===== config.mk =====
export PLATFORM = sky130hd
export DESIGN_NAME = l1_victim_buffer
export DESIGN_NICKNAME = d
export VERILOG_FILES = /design/src/rtl/l1_victim_buffer_pkg.sv /design/src/rtl/l1_victim_buffer_cam_match.sv /design/src/rtl/l1_victim_buffer.sv
export SDC_FILE = /design/constraint.sdc
export NUM_CORES = 2
export LEC_CHECK = 0
export ABC_AREA = 1
export CORE_MARGIN = 2
export CORE_UTILIZATION = 45
export CTS_CLUSTER_DIAMETER = 120
export CTS_CLUSTER_SIZE = 14
export DETAILED_ROUTE_END_ITERATION = 16
export GPL_TIMING_DRIVEN = 0
export PLACE_DENSITY = 0.71
export REMOVE_ABC_BUFFERS = 1
export SYNTH_ARGS = -nofsm -noshare
export SYNTH_HDL_FRONTEND = slang
export SYNTH_SLANG_ARGS = --single-unit
export TNS_END_PERCENT = 100

===== constraint.sdc =====
create_clock -name clk -period 13.25 [get_ports clk]
set_input_delay 2.65 -clock clk [delete_from_list [all_inputs] [get_ports clk]]
set_output_delay 2.65 -clock clk [all_outputs]
set_load 0.005 [all_outputs]

===== src/rtl/l1_victim_buffer_pkg.sv =====
// Shared types for the L1 victim buffer: entry layout, FSM states, block geometry.
package l1_victim_buffer_pkg;

  localparam int BLOCK_W = 128;
  localparam int BLK_AW  = 30;

  typedef struct packed {
    logic              valid;
    logic [BLK_AW-1:0] addr;
    logic [BLOCK_W-1:0] data;
  } victimEntry_t;

  typedef enum logic [1:0] {
    VB_IDLE,
    VB_RD_L2,
    VB_WR_L2
  } vbState_t;

endpackage


===== src/rtl/l1_victim_buffer_cam_match.sv =====
// Address CAM over the victim entries; a masked-out entry never matches.
module victim_cam_match
  import l1_victim_buffer_pkg::*;
#(
  parameter int DEPTH = 4,
  parameter int IW    = $clog2(DEPTH)
) (
  input  logic [DEPTH-1:0]             valid_i,
  input  logic [DEPTH-1:0][BLK_AW-1:0] addrs_i,
  input  logic [BLK_AW-1:0]            addr_i,
  output logic                         hit_o,
  output logic [IW-1:0]                hit_idx_o
);

  always_comb begin
    hit_o     = 1'b0;
    hit_idx_o = '0;
    for (int i = 0; i < DEPTH; i++) begin
      if (valid_i[i] && (addrs_i[i] == addr_i)) begin
        hit_o     = 1'b1;
        hit_idx_o = IW'(i);
      end
    end
  end

endmodule


===== src/rtl/l1_victim_buffer.sv =====
// Victim FIFO between L1 and L2: coalesces dirty evictions, forwards fill hits,
// and drains to L2 in the background with read misses taking priority.
//   state    | meaning
//   VB_IDLE  | accepting reads; picks next L2 transaction
//   VB_RD_L2 | fill read outstanding at L2
//   VB_WR_L2 | head entry being written back to L2
module l1_victim_buffer
  import l1_victim_buffer_pkg::*;
#(
  parameter int DEPTH = 4,
  parameter int IW    = $clog2(DEPTH),
  parameter int CW    = $clog2(DEPTH) + 1
) (
  input  logic               clk,
  input  logic               reset,
  input  logic               wb_valid_i,
  output logic               wb_ready_o,
  input  logic [BLK_AW-1:0]  wb_addr_i,
  input  logic [BLOCK_W-1:0] wb_data_i,
  input  logic               rd_req_i,
  output logic               rd_ready_o,
  input  logic [BLK_AW-1:0]  rd_addr_i,
  output logic               rd_valid_o,
  output logic [BLOCK_W-1:0] rd_data_o,
  output logic               l2_req_o,
  output logic               l2_we_o,
  output logic [BLK_AW-1:0]  l2_addr_o,
  output logic [BLOCK_W-1:0] l2_wdata_o,
  input  logic               l2_ack_i,
  input  logic [BLOCK_W-1:0] l2_rdata_i,
  output logic [CW-1:0]      count_o
);

  victimEntry_t entries_q [DEPTH];
  victimEntry_t entries_d [DEPTH];
  logic [IW-1:0]      head_q, head_d, tail_q, tail_d;
  logic [CW-1:0]      count_q, count_d;
  vbState_t           state_q, state_d;
  logic [BLK_AW-1:0]  rd_addr_q, rd_addr_d;
  logic               rd_valid_q, rd_valid_d;
  logic [BLOCK_W-1:0] rd_data_q, rd_data_d;

  logic [DEPTH-1:0]             valid_vec, co_mask;
  logic [DEPTH-1:0][BLK_AW-1:0] addr_vec;
  logic                         co_hit, rd_cam_hit;
  logic [IW-1:0]                co_idx, rd_idx;
  logic push, pop, rd_acc, fwd_push, rd_hit;

  always_comb begin
    for (int i = 0; i < DEPTH; i++) begin
      valid_vec[i] = entries_q[i].valid;
      addr_vec[i]  = entries_q[i].addr;
      // The head under write-back is frozen; a new push to its address gets its own entry.
      co_mask[i]   = entries_q[i].valid &&
                     !((state_q == VB_WR_L2) && (head_q == IW'(i)));
    end
  end

  victim_cam_match #(.DEPTH(DEPTH), .IW(IW)) u_cam_push (
    .valid_i   (co_mask),
    .addrs_i   (addr_vec),
    .addr_i    (wb_addr_i),
    .hit_o     (co_hit),
    .hit_idx_o (co_idx)
  );

  victim_cam_match #(.DEPTH(DEPTH), .IW(IW)) u_cam_read (
    .valid_i   (valid_vec),
    .addrs_i   (addr_vec),
    .addr_i    (rd_addr_i),
    .hit_o     (rd_cam_hit),
    .hit_idx_o (rd_idx)
  );

  assign wb_ready_o = !reset && (count_q != CW'(DEPTH));
  assign rd_ready_o = !reset && (state_q == VB_IDLE);
  assign push       = wb_valid_i && wb_ready_o;
  assign rd_acc     = rd_req_i && rd_ready_o;
  assign fwd_push   = push && (wb_addr_i == rd_addr_i);
  assign rd_hit     = fwd_push || rd_cam_hit;
  assign pop        = (state_q == VB_WR_L2) && l2_ack_i;

  always_comb begin
    entries_d = entries_q;
    head_d    = head_q;
    tail_d    = tail_q;
    if (pop) begin
      entries_d[head_q].valid = 1'b0;
      head_d = head_q + 1'b1;
    end
    if (push) begin
      if (co_hit) begin
        entries_d[co_idx].data = wb_data_i;
      end else begin
        entries_d[tail_q].valid = 1'b1;
        entries_d[tail_q].addr  = wb_addr_i;
        entries_d[tail_q].data  = wb_data_i;
        tail_d = tail_q + 1'b1;
      end
    end
    count_d = count_q + CW'(push && !co_hit) - CW'(pop);
  end

  always_comb begin
    state_d    = state_q;
    rd_addr_d  = rd_addr_q;
    rd_valid_d = 1'b0;
    rd_data_d  = rd_data_q;
    case (state_q)
      VB_IDLE: begin
        if (rd_acc && rd_hit) begin
          rd_valid_d = 1'b1;
          rd_data_d  = fwd_push ? wb_data_i : entries_q[rd_idx].data;
        end
        if (rd_acc && !rd_hit) begin
          state_d   = VB_RD_L2;
          rd_addr_d = rd_addr_i;
        end else if (count_q != '0) begin
          state_d = VB_WR_L2;
        end
      end
      VB_RD_L2: begin
        if (l2_ack_i) begin
          rd_valid_d = 1'b1;
          rd_data_d  = l2_rdata_i;
          state_d    = VB_IDLE;
        end
      end
      VB_WR_L2: begin
        if (l2_ack_i) state_d = VB_IDLE;
      end
      default: state_d = VB_IDLE;
    endcase
  end

  always_ff @(posedge clk) begin
    if (reset) begin
      for (int i = 0; i < DEPTH; i++) entries_q[i].valid <= 1'b0;
      head_q     <= '0;
      tail_q     <= '0;
      count_q    <= '0;
      state_q    <= VB_IDLE;
      rd_addr_q  <= '0;
      rd_valid_q <= 1'b0;
      rd_data_q  <= '0;
    end else begin
      entries_q  <= entries_d;
      head_q     <= head_d;
      tail_q     <= tail_d;
      count_q    <= count_d;
      state_q    <= state_d;
      rd_addr_q  <= rd_addr_d;
      rd_valid_q <= rd_valid_d;
      rd_data_q  <= rd_data_d;
    end
  end

  assign l2_req_o   = !reset && (state_q != VB_IDLE);
  assign l2_we_o    = !reset && (state_q == VB_WR_L2);
  assign l2_addr_o  = reset                  ? '0 :
                      (state_q == VB_RD_L2)  ? rd_addr_q :
                      (state_q == VB_WR_L2)  ? entries_q[head_q].addr : '0;
  assign l2_wdata_o = (!reset && (state_q == VB_WR_L2)) ? entries_q[head_q].data : '0;
  assign rd_valid_o = rd_valid_q;
  assign rd_data_o  = rd_data_q;
  assign count_o    = count_q;

endmodule

==> impl_results.md <==
- Crit path kind: in -> out
- DRC Markers: 0
- Crit end category: output port
- Vias in the first global route: 45700
- Count leader, synth: nand2_1
- Outcome: finished clean
- Initial Utilization: 45.3%
- Critical Path Source: reset
- Number of DRC markers in iteration 0: 6583
- Routability cong.: 1.04
- CTS sink count: 804
- CP Max Fanout: 94
- Unrepaired setup endpoints after global routing: false
- Worst Hold Class: reg -> reg
- Synth Flop Type: edfxtp_1
- Cell Area, Synth: 0.0492 mm^2
- Vias: 49900
- Period utilization: 61.1%
- Avg Cell Area, Syn: 6.99 um^2
- DP HPWL: 137 mm
- Post-synth top area cell: edfxtp_1
- Delay-heaviest family, CP: buffers and inverters
- First-pass GRT wire length: 300 mm
- TritonCTS Buffers: 67
- Initial antenna violation count: 22
- Hold Path Origin: rd_addr_q[4]$_SDFFE_PP0P_
- Post-Synthesis Cells: 7040
- Final hold slack: 449 ps
- Final Hold Fails: 0
- Fillers: 10200
- Core area: 0.109 mm^2
- Minimum clock period: 8090 ps
- Nets: 7662
- Xor and xnor fraction of the mapped netlist area: 1.66%
- Total Routing Usage GR: 35.9%
- Tightest Pin Transition: 1160 ps
- Final setup violation count: 0
- WL final: 209 mm
- Routed Antenna Nets: 0
- Post-synthesis sequential area ratio: 45.6%
- Worst-path cell chain: buf_8, nor2_1, inv_8, buf_16, a21oi_1, clkdlybuf4s50_1
- Origin of the critical flop-to-flop path: head_q[0]$_SDFFE_PP0P_
- Die height: 335 um
- Hold_buf cts: 0
- Arr. time, crit path: 5440 ps
- Adder-Cell Fraction of Synth Area: 0.371%
- Hold Crit Endpoint: rd_addr_q[4]$_SDFFE_PP0P_
- CTS H-tree depth: 3
- Mux cell area share after synthesis: 0%
- Top post-synthesis cells by count: nand2_1, nor2_1, a21oi_1, inv_1, edfxtp_1
- Synth Area in Compound Gates: 14.0%
- Port-buffer cells: 614
- Slowest stage delay, CP: 590 ps
- Setup Skew: 41.2 ps
- Relative slew margins: 22.1%
- Syn-to-layout area delta: 19.7%
- Leak: 24.7 nW
- Worst r2r dst: entries_q[319]$_DFFE_PP_
- Worst-Skew Late Latency: 680 ps
- Placed cell count: 8672
- Simple-gate share of the synthesized area: 27.0%
- Initial DRT Pass Iterations: 10
- Post-synth ARST share: 0%
- Number of flops mapped to enable cells by yosys: 632
- Top post-synthesis cells by area: edfxtp_1, nand2_1, a21oi_1
- VDD IR-drop max: 0.000104 V
- Max Clock Freq: 124 MHz
- Clk slew on worst S/H paths: 70 ps
- Worst Setup Start Kind: input pin
- CTS tree: built
- # rows: 121
- Ports: 615
- Grt total ovfl: 0
- YS warnings: 0
- PD cells: 114 mW/mm^2
- Slowest cell on the critical path: clkdlybuf4s50_1
- Wirelength per Cell: 23.7 um
- Share of layout cells above drive strength 1: 2.97%
- Die area: 0.112 mm^2
- Max Cap Viol: 0
- Max-slew violations: 0
- R2R cell count: 18
- Die width: 335 um
- Buffers & Inverters on Critical Path: 4
- Largest net degree at the start of global routing: 163
- Hold Crit Depth: 2
- Post-DR vias/cell: 5.66
- Fin cells: 8815
- Flops & latches, synth: 804
- Main combinational cell family by area after synthesis: simple AND/OR/NAND/NOR gates
- Post-CTS Resized: 0
- Root Buffer: clkbuf_16
- Critical Path RT: 10600 ps
- Yosys cell types: 41
- Yosys top cell area share: 38.6%
- Setup Buffers After CTS: 0
- Fin util: 54.2%
- Longest Clk Path Bufs: 3
- R2R Setup Slk: 6540 ps
==> kinds of logic (layout without fill, tap and decap cells) <==
group,count (synthesis),in the layout
other,0,20
flip-flops,804,804
AO/OA/AOI/OAI,1365,1365
buffers and inverters,1360,1701
adder cells (fa/ha/maj),14,14
XOR/XNOR,93,93
AND/OR/NAND/NOR,3404,3404
==> how the worst max path moves through the flow <==
stage | slack (ps) | end | cells past startpoint
floorplan | -8750 | entries_q[477]$_DFFE_PP_ | 12
global placement | -45000 | entries_q[481]$_DFFE_PP_ | 12
detailed placement | 4830 | entries_q[344]$_DFFE_PP_ | 16
CTS | 5390 | l2_wdata_o[114] | 6
global route | 5310 | l2_wdata_o[114] | 6
finish | 5160 | l2_wdata_o[24] | 6
==> layer usage <==
layer,GRT usage [%],wire (um),vias to the layer above
met5,0,61,-
met3,7.76,24800,521
met4,16.4,10500,10
met1,47.5,79700,23200
met2,56.5,94000,3229
li1,-,-,22900
==> through the flow <==
stage / setup WS, ps / power, W / cell area, um^2 / setup TNS (ps)
2_1_floorplan: -8750 / 0.00393 / 46900 / -6112330
3_3_place_gp: -45000 / 0.00483 / 54800 / -
3_5_place_dp: 4830 / 0.00475 / 56900 / 0
4_1_cts: 5390 / 0.00670 / 58800 / 0
5_1_grt: 5310 / 0.00697 / 58900 / 0
6_report: 5160 / 0.00672 / 58900 / 0
==> tightest hold or removal path, stage by stage, from the launching register on <==
cell     delay [ps]
dfxtp_1         310
inv_1            50
a21oi_1          50
==> layout make-up <==
type / count / area [um^2] / area share (%)
inverter: 890 / 3390 / 5.76
timing repair buffer: 688 / 7930 / 13.5
multi-input combinational: 4876 / 21300 / 36.2
antenna: 20 / 50.0 / 0.0850
clock buffer: 116 / 1880 / 3.20
clock inverter: 7 / 97.6 / 0.166
sequential: 804 / 22400 / 38.1
tap: 1414 / 1770 / 3.00
==> state kept, by name, summed over array words and instances (netlist names) <==
name / flops
rd_valid_o: 1
entries_q: 516
count_o: 3
rd_addr_q: 30
rd_data_o: 128
state_q: 2
head_q: 2
addr_vec: 120
tail_q: 2
==> placed cells by master, fill, tap and decap left out, types with 5 or more instances in the layout <==
cell type / Yosys / final
nand2_1: 1925 / 1914
nor2_1: 1183 / 1180
a21oi_1: 962 / 962
inv_1: 744 / 733
edfxtp_1: 632 / 632
clkdlybuf4s50_1: 0 / 613
o21ai_0: 379 / 379
nand3_1: 186 / 184
dfxtp_1: 172 / 170
clkinv_1: 115 / 115
xnor2_1: 74 / 74
clkbuf_16: 0 / 68
clkbuf_1: 198 / 48
buf_16: 0 / 46
nand4_1: 40 / 40
inv_2: 31 / 34
nor4_1: 31 / 31
diode_2: 0 / 20
xor2_1: 19 / 19
buf_12: 0 / 19
nor3_1: 18 / 18
ha_1: 13 / 12
o21ai_1: 11 / 10
buf_8: 0 / 10
nand2_4: 0 / 8
nor3b_1: 6 / 6
o2111ai_1: 6 / 6
inv_8: 0 / 6
nor2_4: 0 / 5
==> power breakdown <==
part | switching, W | internal, W
registers | 0.000103 | 0.00286
logic | 0.00118 | 0.000609
clock network | 0.000980 | 0.000994
(Power assumes the default switching activity.)
